$ cat config.mk
export PLATFORM = sky130hd
export DESIGN_NAME = iiitb_sd_serializer_flat
export DESIGN_NICKNAME = d
export VERILOG_FILES = /design/src/rtl/iiitb_sd_serializer_if.sv /design/src/rtl/iiitb_sd_serializer.sv /design/src/flat_wrapper.sv
export SDC_FILE = /design/constraint.sdc
export NUM_CORES = 1
export LEC_CHECK = 0
export ABC_CLOCK_PERIOD_IN_PS = 1910
export CAP_MARGIN = 25
export CELL_PAD_IN_SITES_DETAIL_PLACEMENT = 2
export CELL_PAD_IN_SITES_GLOBAL_PLACEMENT = 2
export CORE_ASPECT_RATIO = 0.5
export CORE_MARGIN = 10
export CORE_UTILIZATION = 37
export DETAILED_ROUTE_END_ITERATION = 8
export DONT_BUFFER_PORTS = 1
export GPL_TIMING_DRIVEN = 0
export PLACE_DENSITY = 0.72
export REMOVE_ABC_BUFFERS = 1
export SYNTH_ARGS = -nofsm -noshare
export SYNTH_HDL_FRONTEND = slang
export SYNTH_SLANG_ARGS = --single-unit
$ cat constraint.sdc
create_clock -name clk -period 1.91 [get_ports clk]
set_input_delay 0.191 -clock clk [delete_from_list [all_inputs] [get_ports clk]]
set_output_delay 0.191 -clock clk [all_outputs]
set_load 0.02 [all_outputs]
$ cat src/rtl/iiitb_sd_serializer_if.sv
// Word-in / serial-out bus of the sequence-detector serializer.
interface iiitb_sd_serializer_if #(
    parameter int WIDTH = 8
);
    logic [WIDTH-1:0] in_data;
    logic             in_valid;
    logic             in_ready;
    logic             dout;
    logic             dout_valid;
    logic             busy;
    logic             frame_done;

    // Word source / serial consumer side
    modport master (
        output in_data, in_valid,
        input  in_ready, dout, dout_valid, busy, frame_done
    );

    // Serializer side
    modport slave (
        input  in_data, in_valid,
        output in_ready, dout, dout_valid, busy, frame_done
    );
endinterface

$ cat src/rtl/iiitb_sd_serializer.sv
// Parallel-to-serial front end: one shifting word plus one holding word, so
// back-to-back frames stream without an idle cycle between them.
module iiitb_sd_serializer #(
    parameter int   WIDTH     = 8,
    parameter int   DIV       = 1,
    parameter bit   MSB_FIRST = 1'b1,
    parameter logic IDLE_BIT  = 1'b0
) (
    input  logic                 clk,
    input  logic                 reset,
    iiitb_sd_serializer_if.slave bus
);
    localparam int BW = $clog2(WIDTH);
    localparam int DW = (DIV > 1) ? $clog2(DIV) : 1;
    localparam logic [BW-1:0] BIT_LAST = BW'(WIDTH - 1);
    localparam logic [DW-1:0] DIV_LAST = DW'(DIV - 1);

    typedef enum logic {IDLE, SHIFT} state_e;

    state_e           state_q, state_d;
    logic [WIDTH-1:0] sh_q, sh_d;
    logic [WIDTH-1:0] hold_q, hold_d;
    logic             hold_full_q, hold_full_d;
    logic [BW-1:0]    bit_cnt_q, bit_cnt_d;
    logic [DW-1:0]    div_cnt_q, div_cnt_d;
    logic             dout_q, dout_d;
    logic             dout_valid_q, dout_valid_d;
    logic             busy_q, busy_d;
    logic             frame_done_q, frame_done_d;

    logic             in_ready, xfer, last_clk, free;
    logic             load_hold, load_in, load;
    logic [WIDTH-1:0] load_word;

    // Handshake and shifter-load decisions; the held word always wins over
    // a fresh input so word order is preserved.
    assign in_ready  = !hold_full_q;
    assign xfer      = bus.in_valid & in_ready;
    assign last_clk  = (state_q == SHIFT) && (bit_cnt_q == BIT_LAST) && (div_cnt_q == DIV_LAST);
    assign free      = (state_q == IDLE) || last_clk;
    assign load_hold = free & hold_full_q;
    assign load_in   = free & !hold_full_q & xfer;
    assign load      = load_hold | load_in;
    assign load_word = load_hold ? hold_q : bus.in_data;

    // State register and datapath flops; reset drops any frame and held word
    always_ff @(posedge clk) begin
        if (reset) begin
            state_q      <= IDLE;
            sh_q         <= '0;
            hold_q       <= '0;
            hold_full_q  <= 1'b0;
            bit_cnt_q    <= '0;
            div_cnt_q    <= '0;
            dout_q       <= IDLE_BIT;
            dout_valid_q <= 1'b0;
            busy_q       <= 1'b0;
            frame_done_q <= 1'b0;
        end else begin
            state_q      <= state_d;
            sh_q         <= sh_d;
            hold_q       <= hold_d;
            hold_full_q  <= hold_full_d;
            bit_cnt_q    <= bit_cnt_d;
            div_cnt_q    <= div_cnt_d;
            dout_q       <= dout_d;
            dout_valid_q <= dout_valid_d;
            busy_q       <= busy_d;
            frame_done_q <= frame_done_d;
        end
    end

    // Next state: start on any load, fall back to IDLE when a frame ends dry
    always_comb begin
        state_d = state_q;
        case (state_q)
            IDLE:    if (load) state_d = SHIFT;
            SHIFT:   if (last_clk && !load) state_d = IDLE;
            default: state_d = IDLE;
        endcase
    end

    // Shifter, counters and holding register
    always_comb begin
        sh_d        = sh_q;
        bit_cnt_d   = bit_cnt_q;
        div_cnt_d   = div_cnt_q;
        hold_d      = hold_q;
        hold_full_d = (hold_full_q & !load_hold) | (xfer & !load_in);
        if (xfer && !load_in) hold_d = bus.in_data;
        if (load) begin
            sh_d      = load_word;
            bit_cnt_d = '0;
            div_cnt_d = '0;
        end else if (last_clk) begin
            bit_cnt_d = '0;
            div_cnt_d = '0;
        end else if (state_q == SHIFT) begin
            if (div_cnt_q == DIV_LAST) begin
                div_cnt_d = '0;
                bit_cnt_d = bit_cnt_q + BW'(1);
                sh_d      = MSB_FIRST ? {sh_q[WIDTH-2:0], 1'b0} : {1'b0, sh_q[WIDTH-1:1]};
            end else begin
                div_cnt_d = div_cnt_q + DW'(1);
            end
        end
    end

    // Registered outputs are computed from next-state so they line up with
    // the bit that the shifter presents in the following cycle.
    always_comb begin
        dout_valid_d = (state_d == SHIFT);
        dout_d       = IDLE_BIT;
        if (dout_valid_d) dout_d = MSB_FIRST ? sh_d[WIDTH-1] : sh_d[0];
        frame_done_d = dout_valid_d && (bit_cnt_d == BIT_LAST) && (div_cnt_d == DIV_LAST);
        busy_d       = dout_valid_d | hold_full_d;
    end

    assign bus.in_ready   = in_ready;
    assign bus.dout       = dout_q;
    assign bus.dout_valid = dout_valid_q;
    assign bus.busy       = busy_q;
    assign bus.frame_done = frame_done_q;
endmodule

$ cat src/flat_wrapper.sv
// flat-port wrapper written by rule: the top's interface ports become plain ports
module iiitb_sd_serializer_flat 
#(
    parameter int   WIDTH     = 8,
    parameter int   DIV       = 1,
    parameter bit   MSB_FIRST = 1'b1,
    parameter logic IDLE_BIT  = 1'b0
)
  (clk, reset, bus_in_data, bus_in_valid, bus_in_ready, bus_dout, bus_dout_valid, bus_busy, bus_frame_done);
  iiitb_sd_serializer_if #(.WIDTH(WIDTH)) bus_i ();
  input  logic clk;
  input  logic reset;
  input wire logic [$bits(bus_i.in_data)-1:0] bus_in_data;
  input wire logic [$bits(bus_i.in_valid)-1:0] bus_in_valid;
  output wire logic [$bits(bus_i.in_ready)-1:0] bus_in_ready;
  output wire logic [$bits(bus_i.dout)-1:0] bus_dout;
  output wire logic [$bits(bus_i.dout_valid)-1:0] bus_dout_valid;
  output wire logic [$bits(bus_i.busy)-1:0] bus_busy;
  output wire logic [$bits(bus_i.frame_done)-1:0] bus_frame_done;
  assign bus_i.in_data = bus_in_data;
  assign bus_i.in_valid = bus_in_valid;
  assign bus_in_ready = bus_i.in_ready;
  assign bus_dout = bus_i.dout;
  assign bus_dout_valid = bus_i.dout_valid;
  assign bus_busy = bus_i.busy;
  assign bus_frame_done = bus_i.frame_done;
  iiitb_sd_serializer #(.WIDTH(WIDTH), .DIV(DIV), .MSB_FIRST(MSB_FIRST), .IDLE_BIT(IDLE_BIT)) u_core (.clk(clk), .reset(reset), .bus(bus_i));
endmodule
==> impl_metrics.env, run 1 <==
export IMPL_synth_largest_area_cell="dfxtp_1"
export IMPL_syn_area_per_cell_um2=9.13
export IMPL_wl_met1_um=1490
export IMPL_first_pass_iters=4
export IMPL_cts_buffer_depth=2
export IMPL_utilization_pct=42.5
export IMPL_diodes=0
export IMPL_dieArea_um2=6180
export IMPL_gp_congestion=0.709
export IMPL_slew_violations=0
export IMPL_fin_skew_ns=0.00593
export IMPL_synthArstFlopShare_pct=0
export IMPL_seq_area_frac_synth_pct=40.6
export IMPL_worstHoldPathType="in -> reg"
export IMPL_drt_iter0_drc=25
export IMPL_switching_share_pct=28.2
export IMPL_grt_pass1_vias=1015
export IMPL_synthTopCellsByCount="dfxtp_1 (25), nor2_1 (25), mux2i_1 (10), nand2_1 (10), nor3_1 (8)"
export IMPL_area_growth_pct=6.90
export IMPL_grt_max_degree=24
export IMPL_status="finished, final reports clean"
export IMPL_synthesis_area_um2=1230
export IMPL_period_share_pct=92.4
export IMPL_crit_path_end_kind="register"
export IMPL_drc=0
export IMPL_fp_dieH_um=60.8
export IMPL_pre_cts_slack_ns=-0.0480
export IMPL_tightest_slew_ns=1.00
export IMPL_cap_violations=0
export IMPL_clkPwrFrac_pct=31.0
export IMPL_fmax_mhz=567
export IMPL_dp_hpwl_um=2150
export IMPL_power_switching_uw=300
export IMPL_num_rows=14
export IMPL_layout_drive_gt1_share_pct=15.2
export IMPL_core_area_um2=3100
export IMPL_die_x_um=102
export IMPL_cts_buffers=3
export IMPL_finalHoldViolCount=0
export IMPL_tritoncts="done"
export IMPL_layout_cells_non_filler=172
export IMPL_wl_um=3120
export IMPL_h_tree_depth=1
export IMPL_synth_cell_type_count=38
export IMPL_insertion_delay_ns=0.28
export IMPL_overflow=0
export IMPL_reg2reg_depth=6
export IMPL_dp_cells=167
export IMPL_post_cts_buffers=0
export IMPL_crit_type="reg -> reg"
export IMPL_ys_warn_count=0
export IMPL_port_buffers=0
export IMPL_ys_top_cells_by_area="dfxtp_1 (41%), mux2i_1 (8.1%), nor2_1 (7.6%)"
export IMPL_clkSlewWorstSetupHoldPaths_ns=0.09
export IMPL_pwr_density_cell_nw_per_um2=807
export IMPL_synth_top_area_share_pct=40.6
export IMPL_fin_nets=146
export IMPL_power_uw=1060
export IMPL_setup_ws_ns=0.145
export IMPL_required_ns=2.11
export IMPL_p_int_uw=764
export IMPL_routed_top_layer="met4"
export IMPL_final_cell_area_um2=1320
export IMPL_wl_per_cell_um=18.1
export IMPL_synth_enable_flop_cells=0
export IMPL_pwr_share_comb_pct=13.5
export IMPL_min_period_ns=1.76
export IMPL_synth_cells=135
export IMPL_slew_headroom_pct=33.1
export IMPL_wl_met2_um=1400
export IMPL_p_leak_uw=0.000503
export IMPL_setup_violations=0
export IMPL_via_per_inst=5.52
export IMPL_pwr_share_seq_pct=55.5
export IMPL_antenna_found_initial=0
export IMPL_whs_path_depth=2
export IMPL_track_usage_pct=10.8
export IMPL_arrival_ns=1.96
export IMPL_vias=950
export IMPL_vdd_drop_max_mv=0.383
export IMPL_cp_max_fo=10
export IMPL_start_kind="register"
export IMPL_postPlaceCellArea_um2=1230
export IMPL_ant_nets=0
export IMPL_met3_length_um=191
export IMPL_ys_ff_latch=25
export IMPL_pin_count=16
export IMPL_root_buffer="clkbuf_8"
export IMPL_start_util_pct=39.7
export IMPL_grt_pass1_wl_um=5180
export IMPL_clock_sinks=25
export IMPL_synth_flop_cell="dfxtp_1"
[critical path: stages (launching register included)]
cell	delay (ns)
dfxtp_1	0.43
ha_1	0.22
ha_4	0.21
nand2b_2	0.15
nand2_2	0.24
o2bb2a_2	0.25
nor3_1	0.19
[stage by stage]
stage / hold slack, ns / TNS [ns]
after floorplan: 0.260 / 0
after detailed placement: 0.269 / -0.110
after CTS: 0.0496 / 0
final: 0.0517 / 0
after global placement: 0.267 / -0.0128
after global routing: 0.0662 / -0.0183
[cell usage in the layout, fill, tap and decap left out, types with 2 or more instances in the layout]
| master | synthesis | routed |
|---|---|---|
| o21ai_1 | 2 | 2 |
| nor3b_1 | 3 | 3 |
| a2111oi_2 | 1 | 4 |
| nand2_1 | 10 | 10 |
| nor3_1 | 8 | 8 |
| nor4b_2 | 2 | 2 |
| a21oi_1 | 7 | 7 |
| mux2i_1 | 10 | 10 |
| nand2b_1 | 3 | 3 |
| o21ai_0 | 5 | 5 |
| dfxtp_1 | 25 | 24 |
| clkbuf_8 | 0 | 3 |
| nor2_1 | 25 | 25 |
[logic make-up (layout without fill, tap and decap cells)]
group | after synthesis | count (layout) | synth area share [%]
and+or+nand+nor | 59 | 59 | 26.2
buffers and inverters | 10 | 7 | 5.18
adders and majority gates | 2 | 2 | 2.03
muxes | 10 | 10 | 8.12
AOI/OAI and AO/OA | 29 | 29 | 17.9
DFF | 25 | 25 | 40.6
[layer usage]
layer  vias up  track usage (%)
met2        14             17.2
met3         5             4.65
met4         0             4.04
li1        470                -
met5         -                0
met1       461             12.9
[power by group through the flow]
| stage | clock network (µW) | registers, µW | logic [µW] |
|---|---|---|---|
| finish | 330 | 591 | 143 |
| global route | 365 | 596 | 165 |
| CTS | 347 | 590 | 138 |
| detailed placement | 0 | 602 | 127 |
| global placement | 0 | 601 | 122 |
| floorplan | 0 | 593 | 102 |
[repair_timing]
item,in CTS,in global routing
gates cloned,0,0
hold buffers,1,0
resized for setup,2,5
pin swaps,0,0
endpoints found under the setup margin,5,4
hold endpoints to repair,23,0
[final timing paths]
| check | start | end | slack, ns |
|---|---|---|---|
| setup / recovery | u_core.bit_cnt_q[0] | u_core.sh_q[1] | 0.15 |
| hold / removal | bus_in_data[5] | u_core.hold_q[5] | 0.05 |
| setup reg to reg | u_core.bit_cnt_q[0] | u_core.sh_q[1] | 0.15 |
| hold reg to reg | u_core.hold_q[3] | u_core.hold_q[3] | 0.50 |
[cell type report]
| cell class | count | area (µm²) |
|---|---|---|
| Fill cell | 351 | 1780 |
| Multi-Input combinational cell | 100 | 703 |
| Sequential cell | 25 | 502 |
| Tap cell | 40 | 50.0 |
| Clock buffer | 4 | 45.0 |
| Timing Repair Buffer | 1 | 10.0 |
| Inverter | 2 | 7.51 |
[registers in the layout, indices dropped and copies added, names as in the netlist]
signal                 flops
u_core.bus.busy            1
u_core.hold_q              8
u_core.sh_q                8
u_core.bus.frame_done      1
u_core.bus.dout            1
u_core.bit_cnt_q           3
u_core.state_q             1
u_core.div_cnt_q           1
u_core.hold_full_q         1
Power figures use the tool's default switching activity.
==> run 2, diff against run 1 <==
--- a/config.mk
+++ b/config.mk
@@ -9,7 +9,7 @@
 export CAP_MARGIN = 25
 export CELL_PAD_IN_SITES_DETAIL_PLACEMENT = 2
 export CELL_PAD_IN_SITES_GLOBAL_PLACEMENT = 2
-export CORE_ASPECT_RATIO = 0.5
+export CORE_ASPECT_RATIO = 1.4
 export CORE_MARGIN = 10
 export CORE_UTILIZATION = 37
 export DETAILED_ROUTE_END_ITERATION = 8
==> run 2 against run 1 <==
Against the previous run: hold slack gained 0.014 ns; sequential share of layout area up 0.48 points; critical path depth unchanged; first-iteration DRC count increased by 48%; clock skew fell by 0.0044 ns; clock-buffer cell count stayed put; final area is 1.2% lower; fmax grew 0.42%; sequential cell count unchanged; largest cell class unchanged.
==> impl_metrics.env, run 2 (same netlist as run 1, synthesis figures left out) <==
export IMPL_status="finished, final reports clean"
export IMPL_pwr_density_cell_nw_per_um2=805
export IMPL_crit_path_end_kind="register"
export IMPL_insertion_delay_ns=0.27
export IMPL_p_leak_uw=0.000500
export IMPL_gp_congestion=0.703
export IMPL_critPathMaxStageDelay_ns=0.37
export IMPL_wl_um=3170
export IMPL_vdd_drop_max_mv=0.432
export IMPL_grt_pass1_wl_um=5440
export IMPL_path_delay_family="compound AO/OA/AOI/OAI gates"
export IMPL_first_pass_iters=2
export IMPL_reg2reg_depth=6
export IMPL_dieArea_um2=6070
export IMPL_overflow=0
export IMPL_cap_violations=0
export IMPL_min_period_ns=1.76
export IMPL_via_per_inst=5.63
export IMPL_clkSlewWorstSetupHoldPaths_ns=0.09
export IMPL_rr_startpoint="u_core.bit_cnt_q[0]"
export IMPL_start_kind="register"
export IMPL_tightest_slew_ns=0.902
export IMPL_vias=963
export IMPL_pin_count=16
export IMPL_layout_cells_non_filler=171
export IMPL_drc=0
export IMPL_root_buffer="clkbuf_8"
export IMPL_final_cell_mix="nor2_1 (25), dfxtp_1 (24), mux2i_1 (10), nand2_1 (10), nor3_1 (8)"
export IMPL_diodes=0
export IMPL_h_tree_depth=1
export IMPL_die_x_um=68.8
export IMPL_core_area_um2=3150
export IMPL_slowest_stage="dfxtp_1"
export IMPL_crit_type="reg -> reg"
export IMPL_track_usage_pct=11.6
export IMPL_crit_path_start="u_core.bit_cnt_q[0]"
export IMPL_slew_violations=0
export IMPL_layout_drive_gt1_share_pct=12.9
export IMPL_timing_hold_ws_ns=0.0658
export IMPL_worstHoldPathType="in -> reg"
export IMPL_ant_nets=0
export IMPL_cts_buffers=3
export IMPL_utilization_pct=41.3
export IMPL_finalHoldViolCount=0
export IMPL_setup_violations=0
export IMPL_period_share_pct=92.0
export IMPL_fp_dieH_um=88.3
export IMPL_post_cts_buffers=0
export IMPL_worstHoldStart="bus_in_data[3]"
export IMPL_num_rows=24
export IMPL_arrival_ns=1.92
export IMPL_crit_path_cell_trace="ha_1, ha_4, nand2b_4, a22oi_4, nor2_1, a2111oi_1"
export IMPL_start_util_pct=39.1
export IMPL_whs_path_depth=2
export IMPL_slew_headroom_pct=39.7
export IMPL_power_uw=1050
export IMPL_cp_max_fo=10
export IMPL_fin_nets=146
export IMPL_final_common_cell="nor2_1"
export IMPL_wl_per_cell_um=18.5
export IMPL_drt_iter0_drc=37
export IMPL_grt_pass1_vias=1086
export IMPL_port_buffers=0
export IMPL_fmax_mhz=569
export IMPL_dp_cells=166
export IMPL_cp_num_cells=6
export IMPL_required_ns=2.07
export IMPL_grt_max_degree=24
export IMPL_critPathBufInv=0
export IMPL_cts_buffer_depth=2
export IMPL_tritoncts="done"
export IMPL_antenna_found_initial=0
export IMPL_area_growth_pct=5.58
export IMPL_clock_sinks=25
export IMPL_top_regs="u_core.hold_q: 8 flops, u_core.sh_q: 8 flops, u_core.bit_cnt_q: 3 flops"
export IMPL_dp_hpwl_um=2210
export IMPL_fin_skew_ns=0.00152
export IMPL_rsz0062_at_grt="no"
==> run 2: repair_timing <==
| action | CTS | global route |
|---|---|---|
| endpoints found under the hold margin | 23 | 0 |
| hold buffers | 1 | 0 |
| pin swaps | 0 | 0 |
| setup endpoints to repair | 6 | 3 |
| resized for setup | 2 | 2 |
==> run 2: per-layer routing <==
layer | track usage (%) | part of all wire (%)
met5 | 0 | 0
met4 | 4.32 | 1.4
met1 | 12.2 | 40
met2 | 21.4 | 55
met3 | 2.66 | 3.7
==> run 2: where the power goes <==
part | switching (µW) | total (µW) | internal [µW] | leakage [µW]
Combinational | 78.3 | 136 | 58.2 | 0.000272
Sequential | 37.7 | 591 | 553 | 0.000205
Clock | 171 | 320 | 149 | 0.0000228
==> run 2: path summary, 6_finish.rpt <==
kind | endpoint | slack (ns)
worst max register to register | u_core.sh_q[5] | 0.15
worst max-delay path | u_core.sh_q[5] | 0.15
worst min register to register | u_core.sh_q[5] | 0.51
worst min-delay path | u_core.hold_q[3] | 0.07
==> run 2: layout make-up <==
| type | count | area, µm² |
|---|---|---|
| fill | 355 | 1850 |
| multi-input combinational | 100 | 688 |
| sequential | 25 | 502 |
| tap | 39 | 48.8 |
| clock buffer | 4 | 45.0 |
| timing repair buffer | 1 | 10.0 |
| inverter | 2 | 7.51 |
==> run 2: through the flow <==
| step | setup WS [ns] | area, µm² | setup TNS (ns) |
|---|---|---|---|
| 6_report | 0.153 | 1300 | 0 |
| 5_1_grt | 0.0191 | 1300 | 0 |
| 4_1_cts | 0.0133 | 1280 | 0 |
| 3_5_place_dp | -0.0194 | 1220 | -0.0194 |
| 3_3_place_gp | 0.0306 | 1220 | 0 |
| 2_1_floorplan | 0.247 | 1180 | 0 |
